<file path="src/rtl/ex_mem_stage_if.sv">
// ============================================================================
// Module      : ex_mem_stage_if
// Description : Valid/ready beat stream carrying one EX->MEM pipeline slot.
// Revision    : 1.0
// ============================================================================
`default_nettype none

interface ex_mem_stage_if #(
  parameter int REG_W  = 5,
  parameter int DATA_W = 32
);
  logic              valid;
  logic              ready;
  logic [63:0]       alu_result;
  logic              zero;
  logic              reg_write;
  logic              mem_read;
  logic              mem_write;
  logic              mem_to_reg;
  logic              hilo_write;
  logic [REG_W-1:0]  write_reg;
  logic [DATA_W-1:0] store_data;

  modport master (
    output valid, alu_result, zero, reg_write, mem_read, mem_write,
           mem_to_reg, hilo_write, write_reg, store_data,
    input  ready
  );

  modport slave (
    input  valid, alu_result, zero, reg_write, mem_read, mem_write,
           mem_to_reg, hilo_write, write_reg, store_data,
    output ready
  );
endinterface

`default_nettype wire

</file>
<file path="src/rtl/ex_mem_stage.sv">
// ============================================================================
// Module      : ex_mem_stage
// Description : EX->MEM stage with two-entry skid buffer and retire-time HI/LO.
// Revision    : 1.0
// ============================================================================
`default_nettype none

module ex_mem_stage #(
  parameter int REG_W  = 5,
  parameter int DATA_W = 32
) (
  input  wire logic              clk,
  input  wire logic              rst_n,
  ex_mem_stage_if.slave          in_if,
  ex_mem_stage_if.master         out_if,
  input  wire logic              flush_i,
  output logic [DATA_W-1:0]      hi_o,
  output logic [DATA_W-1:0]      lo_o,
  output logic                   fwd_valid_o,
  output logic [REG_W-1:0]       fwd_reg_o,
  output logic [DATA_W-1:0]      fwd_data_o
);

  typedef enum logic [1:0] {
    ST_EMPTY = 2'd0,
    ST_ONE   = 2'd1,
    ST_FULL  = 2'd2
  } state_t;

  typedef struct packed {
    logic [63:0]       alu_result;
    logic              zero;
    logic              reg_write;
    logic              mem_read;
    logic              mem_write;
    logic              mem_to_reg;
    logic              hilo_write;
    logic [REG_W-1:0]  write_reg;
    logic [DATA_W-1:0] store_data;
  } beat_t;

  state_t            state_q, state_d;
  beat_t             h_q, h_d;
  beat_t             s_q, s_d;
  logic              in_ready_q;
  logic              out_valid_q;
  logic [DATA_W-1:0] hi_q, lo_q;

  beat_t in_beat;
  logic  acc;
  logic  ret;
  logic  commit;

  assign in_beat = '{
    alu_result: in_if.alu_result,
    zero:       in_if.zero,
    reg_write:  in_if.reg_write,
    mem_read:   in_if.mem_read,
    mem_write:  in_if.mem_write,
    mem_to_reg: in_if.mem_to_reg,
    hilo_write: in_if.hilo_write,
    write_reg:  in_if.write_reg,
    store_data: in_if.store_data
  };

  assign acc    = in_if.valid & in_ready_q;
  assign ret    = out_valid_q & out_if.ready;
  assign commit = ret & h_q.hilo_write & ~flush_i;

  always_comb begin
    state_d = state_q;
    h_d     = h_q;
    s_d     = s_q;
    case (state_q)
      ST_EMPTY: begin
        if (acc) begin
          h_d     = in_beat;
          state_d = ST_ONE;
        end
      end
      ST_ONE: begin
        if (acc && ret) begin
          h_d = in_beat;
        end else if (acc) begin
          s_d     = in_beat;
          state_d = ST_FULL;
        end else if (ret) begin
          state_d = ST_EMPTY;
        end
      end
      ST_FULL: begin
        if (ret) begin
          h_d     = s_q;
          state_d = ST_ONE;
        end
      end
      default: state_d = ST_EMPTY;
    endcase
    // Flush drops every beat in flight, including one being loaded this cycle.
    if (flush_i) begin
      state_d = ST_EMPTY;
      h_d     = h_q;
      s_d     = s_q;
    end
  end

  // Ready/valid are registered from next-state, so out_ready never reaches in_ready.
  always_ff @(posedge clk or negedge rst_n) begin
    if (!rst_n) begin
      state_q     <= ST_EMPTY;
      h_q         <= '0;
      s_q         <= '0;
      in_ready_q  <= 1'b1;
      out_valid_q <= 1'b0;
      hi_q        <= '0;
      lo_q        <= '0;
    end else begin
      state_q     <= state_d;
      h_q         <= h_d;
      s_q         <= s_d;
      in_ready_q  <= (state_d != ST_FULL);
      out_valid_q <= (state_d != ST_EMPTY);
      if (commit) begin
        lo_q <= DATA_W'(h_q.alu_result[31:0]);
        hi_q <= DATA_W'(h_q.alu_result[63:32]);
      end
    end
  end

  assign in_if.ready       = in_ready_q;
  assign out_if.valid      = out_valid_q;
  assign out_if.alu_result = h_q.alu_result;
  assign out_if.zero       = h_q.zero;
  assign out_if.reg_write  = h_q.reg_write;
  assign out_if.mem_read   = h_q.mem_read;
  assign out_if.mem_write  = h_q.mem_write;
  assign out_if.mem_to_reg = h_q.mem_to_reg;
  assign out_if.hilo_write = h_q.hilo_write;
  assign out_if.write_reg  = h_q.write_reg;
  assign out_if.store_data = h_q.store_data;

  assign hi_o        = hi_q;
  assign lo_o        = lo_q;
  assign fwd_valid_o = out_valid_q & h_q.reg_write & (h_q.write_reg != '0);
  assign fwd_reg_o   = h_q.write_reg;
  assign fwd_data_o  = DATA_W'(h_q.alu_result[31:0]);

endmodule

`default_nettype wire

</file>
<file path="src/flat_wrapper.sv">
// flat-port wrapper written by rule: the top's interface ports become plain ports
module ex_mem_stage_flat 
#(
  parameter int REG_W  = 5,
  parameter int DATA_W = 32
)
  (clk, rst_n, flush_i, hi_o, lo_o, fwd_valid_o, fwd_reg_o, fwd_data_o, in_if_valid, in_if_alu_result, in_if_zero, in_if_reg_write, in_if_mem_read, in_if_mem_write, in_if_mem_to_reg, in_if_hilo_write, in_if_write_reg, in_if_store_data, in_if_ready, out_if_valid, out_if_alu_result, out_if_zero, out_if_reg_write, out_if_mem_read, out_if_mem_write, out_if_mem_to_reg, out_if_hilo_write, out_if_write_reg, out_if_store_data, out_if_ready);
  ex_mem_stage_if #(.REG_W(REG_W), .DATA_W(DATA_W)) in_if_i ();
  ex_mem_stage_if #(.REG_W(REG_W), .DATA_W(DATA_W)) out_if_i ();
  input  wire logic clk;
  input  wire logic rst_n;
  input  wire logic flush_i;
  output logic [DATA_W-1:0] hi_o;
  output logic [DATA_W-1:0] lo_o;
  output logic fwd_valid_o;
  output logic [REG_W-1:0] fwd_reg_o;
  output logic [DATA_W-1:0] fwd_data_o;
  input wire logic [$bits(in_if_i.valid)-1:0] in_if_valid;
  input wire logic [$bits(in_if_i.alu_result)-1:0] in_if_alu_result;
  input wire logic [$bits(in_if_i.zero)-1:0] in_if_zero;
  input wire logic [$bits(in_if_i.reg_write)-1:0] in_if_reg_write;
  input wire logic [$bits(in_if_i.mem_read)-1:0] in_if_mem_read;
  input wire logic [$bits(in_if_i.mem_write)-1:0] in_if_mem_write;
  input wire logic [$bits(in_if_i.mem_to_reg)-1:0] in_if_mem_to_reg;
  input wire logic [$bits(in_if_i.hilo_write)-1:0] in_if_hilo_write;
  input wire logic [$bits(in_if_i.write_reg)-1:0] in_if_write_reg;
  input wire logic [$bits(in_if_i.store_data)-1:0] in_if_store_data;
  output wire logic [$bits(in_if_i.ready)-1:0] in_if_ready;
  output wire logic [$bits(out_if_i.valid)-1:0] out_if_valid;
  output wire logic [$bits(out_if_i.alu_result)-1:0] out_if_alu_result;
  output wire logic [$bits(out_if_i.zero)-1:0] out_if_zero;
  output wire logic [$bits(out_if_i.reg_write)-1:0] out_if_reg_write;
  output wire logic [$bits(out_if_i.mem_read)-1:0] out_if_mem_read;
  output wire logic [$bits(out_if_i.mem_write)-1:0] out_if_mem_write;
  output wire logic [$bits(out_if_i.mem_to_reg)-1:0] out_if_mem_to_reg;
  output wire logic [$bits(out_if_i.hilo_write)-1:0] out_if_hilo_write;
  output wire logic [$bits(out_if_i.write_reg)-1:0] out_if_write_reg;
  output wire logic [$bits(out_if_i.store_data)-1:0] out_if_store_data;
  input wire logic [$bits(out_if_i.ready)-1:0] out_if_ready;
  assign in_if_i.valid = in_if_valid;
  assign in_if_i.alu_result = in_if_alu_result;
  assign in_if_i.zero = in_if_zero;
  assign in_if_i.reg_write = in_if_reg_write;
  assign in_if_i.mem_read = in_if_mem_read;
  assign in_if_i.mem_write = in_if_mem_write;
  assign in_if_i.mem_to_reg = in_if_mem_to_reg;
  assign in_if_i.hilo_write = in_if_hilo_write;
  assign in_if_i.write_reg = in_if_write_reg;
  assign in_if_i.store_data = in_if_store_data;
  assign in_if_ready = in_if_i.ready;
  assign out_if_valid = out_if_i.valid;
  assign out_if_alu_result = out_if_i.alu_result;
  assign out_if_zero = out_if_i.zero;
  assign out_if_reg_write = out_if_i.reg_write;
  assign out_if_mem_read = out_if_i.mem_read;
  assign out_if_mem_write = out_if_i.mem_write;
  assign out_if_mem_to_reg = out_if_i.mem_to_reg;
  assign out_if_hilo_write = out_if_i.hilo_write;
  assign out_if_write_reg = out_if_i.write_reg;
  assign out_if_store_data = out_if_i.store_data;
  assign out_if_i.ready = out_if_ready;
  ex_mem_stage #(.REG_W(REG_W), .DATA_W(DATA_W)) u_core (.clk(clk), .rst_n(rst_n), .in_if(in_if_i), .out_if(out_if_i), .flush_i(flush_i), .hi_o(hi_o), .lo_o(lo_o), .fwd_valid_o(fwd_valid_o), .fwd_reg_o(fwd_reg_o), .fwd_data_o(fwd_data_o));
endmodule
</file>
<file path="config.mk">
export PLATFORM = sky130hd
export DESIGN_NAME = ex_mem_stage_flat
export DESIGN_NICKNAME = d
export VERILOG_FILES = /design/src/rtl/ex_mem_stage_if.sv /design/src/rtl/ex_mem_stage.sv /design/src/flat_wrapper.sv
export SDC_FILE = /design/constraint.sdc
export NUM_CORES = 1
export LEC_CHECK = 0
export CAP_MARGIN = 20
export CORE_MARGIN = 5
export CORE_UTILIZATION = 45
export DETAILED_ROUTE_END_ITERATION = 8
export HOLD_SLACK_MARGIN = 0.03
export PLACE_DENSITY = 0.73
export SYNTH_ARGS = -nofsm -noshare
export SYNTH_HDL_FRONTEND = slang
export SYNTH_SLANG_ARGS = --single-unit
</file>
<file path="constraint.sdc">
create_clock -name clk -period 2.3 [get_ports clk]
set_input_delay 0.46 -clock clk [delete_from_list [all_inputs] [get_ports clk]]
set_output_delay 0.46 -clock clk [all_outputs]
set_load 0.02 [all_outputs]
</file>
==> results.json, run 1 <==
{
  "min_period_ps": 2262,
  "clockRootBuffer": "clkbuf_16",
  "synth_top_family_by_area": "multiplexers",
  "p_per_area_nw_per_um2": 1233,
  "drive_above_1_share_pct": 42.25,
  "synth_xor_area_share_pct": 0,
  "nets": 1198,
  "period_share_pct": 98.34,
  "drc": 0,
  "synthArstFlopShare_pct": 100.0,
  "synth_cells": 767,
  "yosys.area_share.simple_pct": 0.7069,
  "yosys_warnings": 0,
  "outcome": "finished clean",
  "largest_register": "u_core.s_q",
  "routed_via_density": 5.102,
  "grt_util_all_layers_pct": 18.56,
  "numCtsBuffers": 30,
  "ys_types": 26,
  "drtIter0Drc": 323,
  "worstPathRequired_ps": 1840,
  "die_w_um": 173.5,
  "grt_overflow": 0,
  "grt_pass1_wl_um": 45790,
  "fin_skew_ps": 11.27,
  "clk_pin_slew_worst_paths_ps": 60,
  "critPathCaptureType": "output pin",
  "ys.flop_type": "dfrtp_1",
  "clkLatencyLatePin_ps": 540,
  "die_h_um": 173.5,
  "portBuffers": 322,
  "worstRegToRegCells": 4,
  "regToRegStartpoint": "u_core.state_q[0]$_DFF_PN0_",
  "crit_chain": "or3_4 > o311a_1 > buf_6",
  "syn-cell-area_um2": 12040,
  "core_um2": 26210,
  "layout_commonest_cell": "mux2_2",
  "path_class": "flop to output pin",
  "ioPinCount": 323,
  "hold_violations": 0,
  "crit_path_start": "u_core.fwd_reg_o[3]$_DFFE_PN0P_",
  "largest_register_ffs": 107,
  "antenna_cells": 0,
  "place_ws_ps": -48.26,
  "netlist_top_cells_area": "dfrtp_1, mux2_2, buf_4, mux2_1, buf_2",
  "critPathMaxStageDelay_ps": 420,
  "clockBufferDepth": 3,
  "synth_area_leader_cell": "dfrtp_1",
  "vias": 7372,
  "gp_congestion": 0.7375,
  "ant_nets": 0,
  "final_cell_mix": "mux2_2, clkdlybuf4s50_1, dfrtp_1",
  "p_leak_uw": 0.007197,
  "die_area_um2": 30120,
  "hpwl_um": 20430,
  "synth_seq_cells": 282,
  "grt_pass1_vias": 8103,
  "syn_nets": 879,
  "syn-mean-instance-area_um2": 15.69,
  "cp_max_fo": 2,
  "final_cells": 1445,
  "rsz0062_at_grt": "true",
  "antenna_found_initial": 1,
  "rows": 59,
  "synth_fa_ha_area_share_pct": 0,
  "grt_max_degree": 65,
  "fin_ws_ps": 38.22,
  "clock-sinks": 282,
  "wl_um": 28540,
  "ys_seq_area_share_pct": 58.64,
  "maxSlewHeadroom_pct": 75.70,
  "worstPathArrival_ps": 1800,
  "synthMuxAreaShare_pct": 36.02,
  "h-tree-depth": 1,
  "fmax_mhz": 442.1,
  "setup_viol": 0,
  "cap_violations": 0,
  "worst_pin_slew_ps": 364.5,
  "first_pass_iters": 3,
  "synth-compound-area-share_pct": 0.5926,
  "synth_edf_count": 0,
  "wl_per_cell_um": 19.75,
  "drv_slew": 0,
  "dp_cells": 1387,
  "cp_slowest_cell": "or3_4",
  "synth_top_cell_area_share_pct": 58.43,
  "vdd_drop_max_v": 0.0009702,
  "tritoncts": "done",
  "syn2layout_area_growth_pct": 39.81,
  "hold_class": "input port to async pin",
  "initial_core_util_pct": 45.93,
  "start_kind": "flop"
}
[power breakdown]
group,internal (uW),switching [uW]
registers,6970,1220
logic,4270,3320
clock network,3060,1910
total,14300,6440
[timing repair]
item | in CTS | in global routing
resized for setup | 5 | 2
setup endpoints to repair | 1 | 1
hold buffers | 1 | 0
pin swaps | 0 | 1
endpoints found under the hold margin | 35 | 0
buffers inserted | 1 | 0
[metal layers]
layer	vias to the layer above	share of wire, %	track usage, %
met4	2	1.4	3.459
met2	212	49	31.20
li1	3357	-	-
met3	31	7.6	5.998
met5	-	0.046	0
met1	3770	42	23.88
[critical path, delay by kind of cell (launching register included)]
| kind | cells | cell delay (ps) |
|---|---|---|
| flops | 1 | 390 |
| compound gates | 1 | 310 |
| simple gates | 1 | 420 |
| buf+inv | 1 | 140 |
[kinds of logic after synthesis]
kind of cell / after synthesis
muxes: 385
DFF: 282
buffers and inverters: 79
and+or+nand+nor: 12
AOI/OAI and AO/OA: 9
[cells in the mapped netlist, drive strengths merged, types with 2 or more instances]
cell    number
a21boi       2
dfrtp      281
a211oi       2
clkbuf       8
mux2       385
nand4b       3
buf         71
[worst paths after layout]
check	end	slack, ps
hold reg to reg	u_core.s_q[91]$_DFFE_PN0P_	500
max in group asynchronous	u_core.s_q[14]$_DFFE_PN0P_	1220
setup / recovery	fwd_valid_o	40
hold / removal	u_core.hi_o[1]$_DFFE_PN0P_	390
setup reg to reg	u_core.out_if.reg_write$_DFFE_PN0P_	390
min in group clk	u_core.s_q[91]$_DFFE_PN0P_	500
[cell type report]
class / count / area (um^2)
clock buffers: 48 / 959.7
fillers: 1974 / 9380
repair buffers: 366 / 3787
flip-flops and latches: 282 / 7058
well taps: 335 / 419.2
clock inverters: 8 / 90.09
multi-input cells: 406 / 4512
[stage by stage]
stage          area [um^2]  hold WS, ps  power, uW  setup TNS [ps]  utilization (%)
6_report             16830        391.5      20740               0            64.21
5_1_grt              16830        402.1      21820          -15.13            64.21
4_1_cts              16820        393.4      21010               0            64.18
3_5_place_dp         15750        387.9      15930          -887.3            60.11
3_3_place_gp         15750        387.6      15700          -3.574            60.11
2_1_floorplan        12040        164.4      12190               0                -
Note: power is estimated with default switching activity, not from simulation.
==> run 2: changes to the inputs <==
Clock period 2.3 ns to 2.1 ns, I/O delays scaled along.
==> run 2 against run 1 <==
Effect of this change:
- the flow now finishes with violations (negative setup slack)
- final cell count shrank 0.28%
- clock skew increased by 8.1 ps
- power increased by 8.6%
- worst hold slack worse by 52 ps
- clock power up 6.2%
- wire length shrank 0.22%
- die area is the same
- global-route usage up 0.23 points
- clock-buffer cell count down 2
- combinational power grew 9.5%
- via count decreased by 0.35%
- critical endpoint unchanged
- largest cell class unchanged
==> results.json, run 2 (synthesized netlist as in run 1, its figures left out) <==
{
  "outcome": "complete, but fails checks",
  "violations": "negative setup slack",
  "gp_congestion": 0.7361,
  "ioPinCount": 323,
  "start_kind": "flop",
  "syn2layout_area_growth_pct": 39.35,
  "ant_nets": 0,
  "crit_path_end": "fwd_valid_o",
  "layout_commonest_cell": "mux2_2",
  "grt_util_all_layers_pct": 18.78,
  "cap_violations": 0,
  "clock-sinks": 282,
  "wl_um": 28480,
  "r2r-end": "u_core.out_if.alu_result[18]$_DFFE_PN0P_",
  "regToRegStartpoint": "u_core.state_q[0]$_DFF_PN0_",
  "antenna_found_initial": 1,
  "portBuffers": 322,
  "grt_overflow": 0,
  "die_area_um2": 30120,
  "first_pass_iters": 4,
  "nets": 1198,
  "dp_cells": 1388,
  "p_leak_uw": 0.007183,
  "clkLatencyLatePin_ps": 540,
  "grt_pass1_vias": 8082,
  "core_um2": 26210,
  "initial_core_util_pct": 45.93,
  "hold_violations": 0,
  "final_cells": 1441,
  "nFillCells": 1974,
  "place_ws_ps": -203.9,
  "antenna_cells": 0,
  "clk_pin_slew_worst_paths_ps": 60,
  "fin_ws_ps": -99.95,
  "ff2ff_setup_slack_ps": 210,
  "cts_setup_buffers": 0,
  "drive_above_1_share_pct": 41.68,
  "cp_slowest_cell": "or3_4",
  "clockBufferDepth": 3,
  "drc": 0,
  "cp_max_fo": 2,
  "critPathMaxStageDelay_ps": 420,
  "die_h_um": 173.5,
  "grt_max_degree": 74,
  "wl_per_cell_um": 19.76,
  "worstPathArrival_ps": 1780,
  "final_cell_mix": "mux2_2, clkdlybuf4s50_1, dfrtp_1",
  "hpwl_um": 20380,
  "crit_chain": "or3_4 > o311a_1 > buf_6",
  "largest_register": "u_core.s_q",
  "setup_viol": 1,
  "crit_path_start": "u_core.fwd_reg_o[0]$_DFFE_PN0P_",
  "h-tree-depth": 1,
  "vdd_drop_max_v": 0.0009381,
  "routed_via_density": 5.098,
  "grt_pass1_wl_um": 46070,
  "critPathCaptureType": "output pin",
  "period_share_pct": 104.8,
  "fin_hold_ws_ps": 339.3,
  "clockRootBuffer": "clkbuf_16",
  "drtIter0Drc": 225,
  "drv_slew": 0,
  "rsz0062_at_grt": "true",
  "fmax_mhz": 454.6,
  "maxSlewHeadroom_pct": 71.97,
  "fin_skew_ps": 19.37,
  "worstPathRequired_ps": 1680,
  "min_period_ps": 2200,
  "die_w_um": 173.5,
  "rows": 59,
  "worst_pin_slew_ps": 420.4,
  "largest_register_ffs": 107,
  "total_power_uw": 22530,
  "numCtsBuffers": 30,
  "utilization_pct": 64.00,
  "path_class": "flop to output pin",
  "vias": 7346,
  "tritoncts": "done",
  "p_per_area_nw_per_um2": 1343,
  "hold_class": "input port to async pin",
  "worstRegToRegCells": 5
}
-- run 2: worst max-delay path: cells and delay by family (launching register included) --
| family | cells | cell delay [ps] |
|---|---|---|
| buf+inv | 1 | 140 |
| flops | 1 | 380 |
| simple gates | 1 | 420 |
| compound gates | 1 | 310 |
-- run 2: how the worst min path moves through the flow --
stage | end | slack, ps | depth (start not counted) | from
floorplan | u_core.fwd_reg_o[0]$_DFFE_PN0P_ | 120 | 0 | rst_n
global placement | u_core.s_q[77]$_DFFE_PN0P_ | 320 | 1 | rst_n
detailed placement | u_core.s_q[77]$_DFFE_PN0P_ | 330 | 1 | rst_n
CTS | u_core.out_if.alu_result[38]$_DFFE_PN0P_ | 330 | 2 | rst_n
global route | u_core.s_q[80]$_DFFE_PN0P_ | 360 | 2 | rst_n
finish | u_core.s_q[77]$_DFFE_PN0P_ | 340 | 2 | rst_n
-- run 2: stage by stage --
stage,TNS [ps],instance area [um^2]
6_report,-99.95,16770
4_1_cts,-138.1,16770
2_1_floorplan,0,12040
5_1_grt,-142.3,16770
3_3_place_gp,-32210,15760
3_5_place_dp,-35830,15760
-- run 2: what timing repair did --
item	4_1_cts	5_1_grt
gates resized for setup	13	2
setup endpoints to repair	7	3
hold buffers	1	0
pin swaps	1	0
hold endpoints to repair	27	0
-- run 2: final cells by class --
class | count | area (um^2) | share of cell area, %
well taps | 335 | 419.2 | 2.499
multi-input cells | 406 | 4512 | 26.90
clock buffers | 46 | 892.1 | 5.319
repair buffers | 366 | 3785 | 22.57
clock inverters | 6 | 105.1 | 0.6267
flip-flops and latches | 282 | 7058 | 42.08
-- run 2: power by group --
group          switching, uW  internal [uW]
clock                   2020           3260
sequential              1310           7630
combinational           3640           4660
total                   6980          15600
-- run 2: layer usage --
layer / GRT usage [%] / up-vias / wire (um)
li1: - / 3353 / -
met1: 24.76 / 3727 / 12400
met2: 30.90 / 224 / 13390
met3: 5.714 / 40 / 2016
met4: 4.124 / 2 / 651
met5: 0 / - / 11
==> run 3: changes to the inputs <==
Settings changed: SETUP_SLACK_MARGIN from default to 0.3.
==> run 3 against run 2 <==
Effect of this change:
- core utilization rose by 5.3 points
- die area did not move
- via count rose by 4.3%
- clock skew fell by 11 ps
- non-clock buffer count rose by 37
- sequential power rose by 1%
- worst setup slack improved by 48 ps
- fmax rose by 2.3%
- critical path type unchanged
- the run still ends with negative setup slack left
- sequential cell count did not move
- clock-buffer cell count fell by 4
- highest routed layer is now met4
- combinational power rose by 4.1%
- global-route usage rose by 1.4 points
==> results.json, run 3 (synthesized netlist as in run 1, its figures left out) <==
{
  "p_per_area_nw_per_um2": 1293,
  "path_class": "flop to output pin",
  "setup_viol": 1,
  "p_leak_uw": 0.008834,
  "grt_util_all_layers_pct": 20.23,
  "cap_violations": 0,
  "critPathMaxStageDelay_ps": 370,
  "crit_chain": "or3_1 > o311a_1 > buf_6",
  "grt_pass1_wl_um": 49260,
  "outcome": "complete, but fails checks",
  "fin_ws_ps": -51.54,
  "grt_overflow": 0,
  "fin_hold_ws_ps": 352.0,
  "wl_um": 32590,
  "fmax_mhz": 464.8,
  "worst_pin_slew_ps": 378.8,
  "routed_via_density": 5.158,
  "place_ws_ps": -189.5,
  "critPathCaptureType": "output pin",
  "r2r-end": "u_core.out_if.alu_result[41]$_DFFE_PN0P_",
  "clockBufferDepth": 3,
  "worstPathArrival_ps": 1730,
  "drv_slew": 0,
  "rsz0062_at_grt": "true",
  "gp_congestion": 0.7465,
  "nets": 1235,
  "ant_nets": 0,
  "regToRegStartpoint": "u_core.in_if.ready$_DFF_PN1_",
  "place_area_um2": 15920,
  "dp_cells": 1391,
  "hpwl_um": 20830,
  "wl_per_cell_um": 21.95,
  "clockRootBuffer": "clkbuf_16",
  "vias": 7659,
  "die_area_um2": 30120,
  "hold_class": "input port to async pin",
  "clkLatencyLatePin_ps": 550,
  "total_power_uw": 23480,
  "maxSlewHeadroom_pct": 74.69,
  "min_period_ps": 2152,
  "clk_pin_slew_worst_paths_ps": 60,
  "worstRegToRegCells": 7,
  "cp_slowest_cell": "dfrtp_1",
  "largest_register_ffs": 107,
  "layout_commonest_cell": "dfrtp_1",
  "grt_max_degree": 70,
  "rows": 59,
  "ff2ff_setup_slack_ps": 90,
  "crit_path_start": "u_core.fwd_reg_o[1]$_DFFE_PN0P_",
  "drc": 0,
  "first_pass_iters": 4,
  "die_h_um": 173.5,
  "drive_above_1_share_pct": 46.99,
  "initial_core_util_pct": 45.93,
  "worstPathRequired_ps": 1680,
  "tritoncts": "done",
  "die_w_um": 173.5,
  "period_share_pct": 102.5,
  "fin_skew_ps": 7.976,
  "grt_pass1_vias": 8469,
  "violations": "negative setup slack",
  "antenna_found_initial": 2,
  "largest_register": "u_core.s_q",
  "ioPinCount": 323,
  "cp_max_fo": 2,
  "drtIter0Drc": 260,
  "final_area_um2": 18160,
  "numCtsBuffers": 30,
  "hold_violations": 0,
  "h-tree-depth": 1,
  "start_kind": "flop",
  "core_um2": 26210,
  "syn2layout_area_growth_pct": 50.88,
  "clock-sinks": 282,
  "portBuffers": 322,
  "vdd_drop_max_v": 0.0009980,
  "final_cell_mix": "dfrtp_1, mux2_4, dlygate4sd2_1",
  "final_cells": 1485
}
[run 3: per-stage QoR]
stage / util (%) / setup TNS [ps]
2_1_floorplan: - / 0
3_3_place_gp: 60.75 / -15710
3_5_place_dp: 60.75 / -17790
4_1_cts: 66.92 / -85.74
5_1_grt: 69.28 / -135.1
6_report: 69.29 / -51.54
[run 3: worst max-delay path, delay by kind of cell (launching register included)]
family | cells | cell delay (ps)
buf+inv | 1 | 140
simple gates | 1 | 370
compound gates | 1 | 310
flops | 1 | 370
[run 3: how the worst max path moves through the flow]
stage | to | slack [ps] | cells after the start
4_1_cts | fwd_valid_o | -90 | 3
5_1_grt | fwd_valid_o | -140 | 3
3_3_place_gp | u_core.out_if.alu_result[33]$_DFFE_PN0P_ | -150 | 6
2_1_floorplan | u_core.out_if.alu_result[0]$_DFFE_PN0P_ | 270 | 5
3_5_place_dp | u_core.out_if.alu_result[45]$_DFFE_PN0P_ | -190 | 6
6_report | fwd_valid_o | -50 | 3
[run 3: layer usage]
metal  global-route usage (%)  wire length [um]  vias to the layer above
met2                    34.09             16020                      216
met1                    26.07             13970                     3968
met3                    4.689              1763                       50
met5                        0                 0                        -
met4                    6.319               834                        0
li1                         -                 -                     3425
[run 3: where the power goes]
group	internal (uW)	total, uW	switching [uW]
clock network	3610	5800	2200
registers	7640	9030	1390
logic	4760	8650	3890
[run 3: final cells by class]
| type | instances | area (um^2) |
|---|---|---|
| clock inverters | 14 | 197.7 |
| flip-flops and latches | 282 | 7062 |
| fillers | 1836 | 8048 |
| multi-input cells | 406 | 5321 |
| diodes | 3 | 7.507 |
| well taps | 335 | 419.2 |
| clock buffers | 42 | 907.1 |
| repair buffers | 403 | 4244 |
[run 3: timing repair]
item,4_1_cts,5_1_grt
pin swaps,1,2
setup buffers,19,4
endpoints found under the setup margin,314,242
endpoints found under the hold margin,30,0
resized for setup,348,142
gates cloned,7,4
hold buffers,1,0
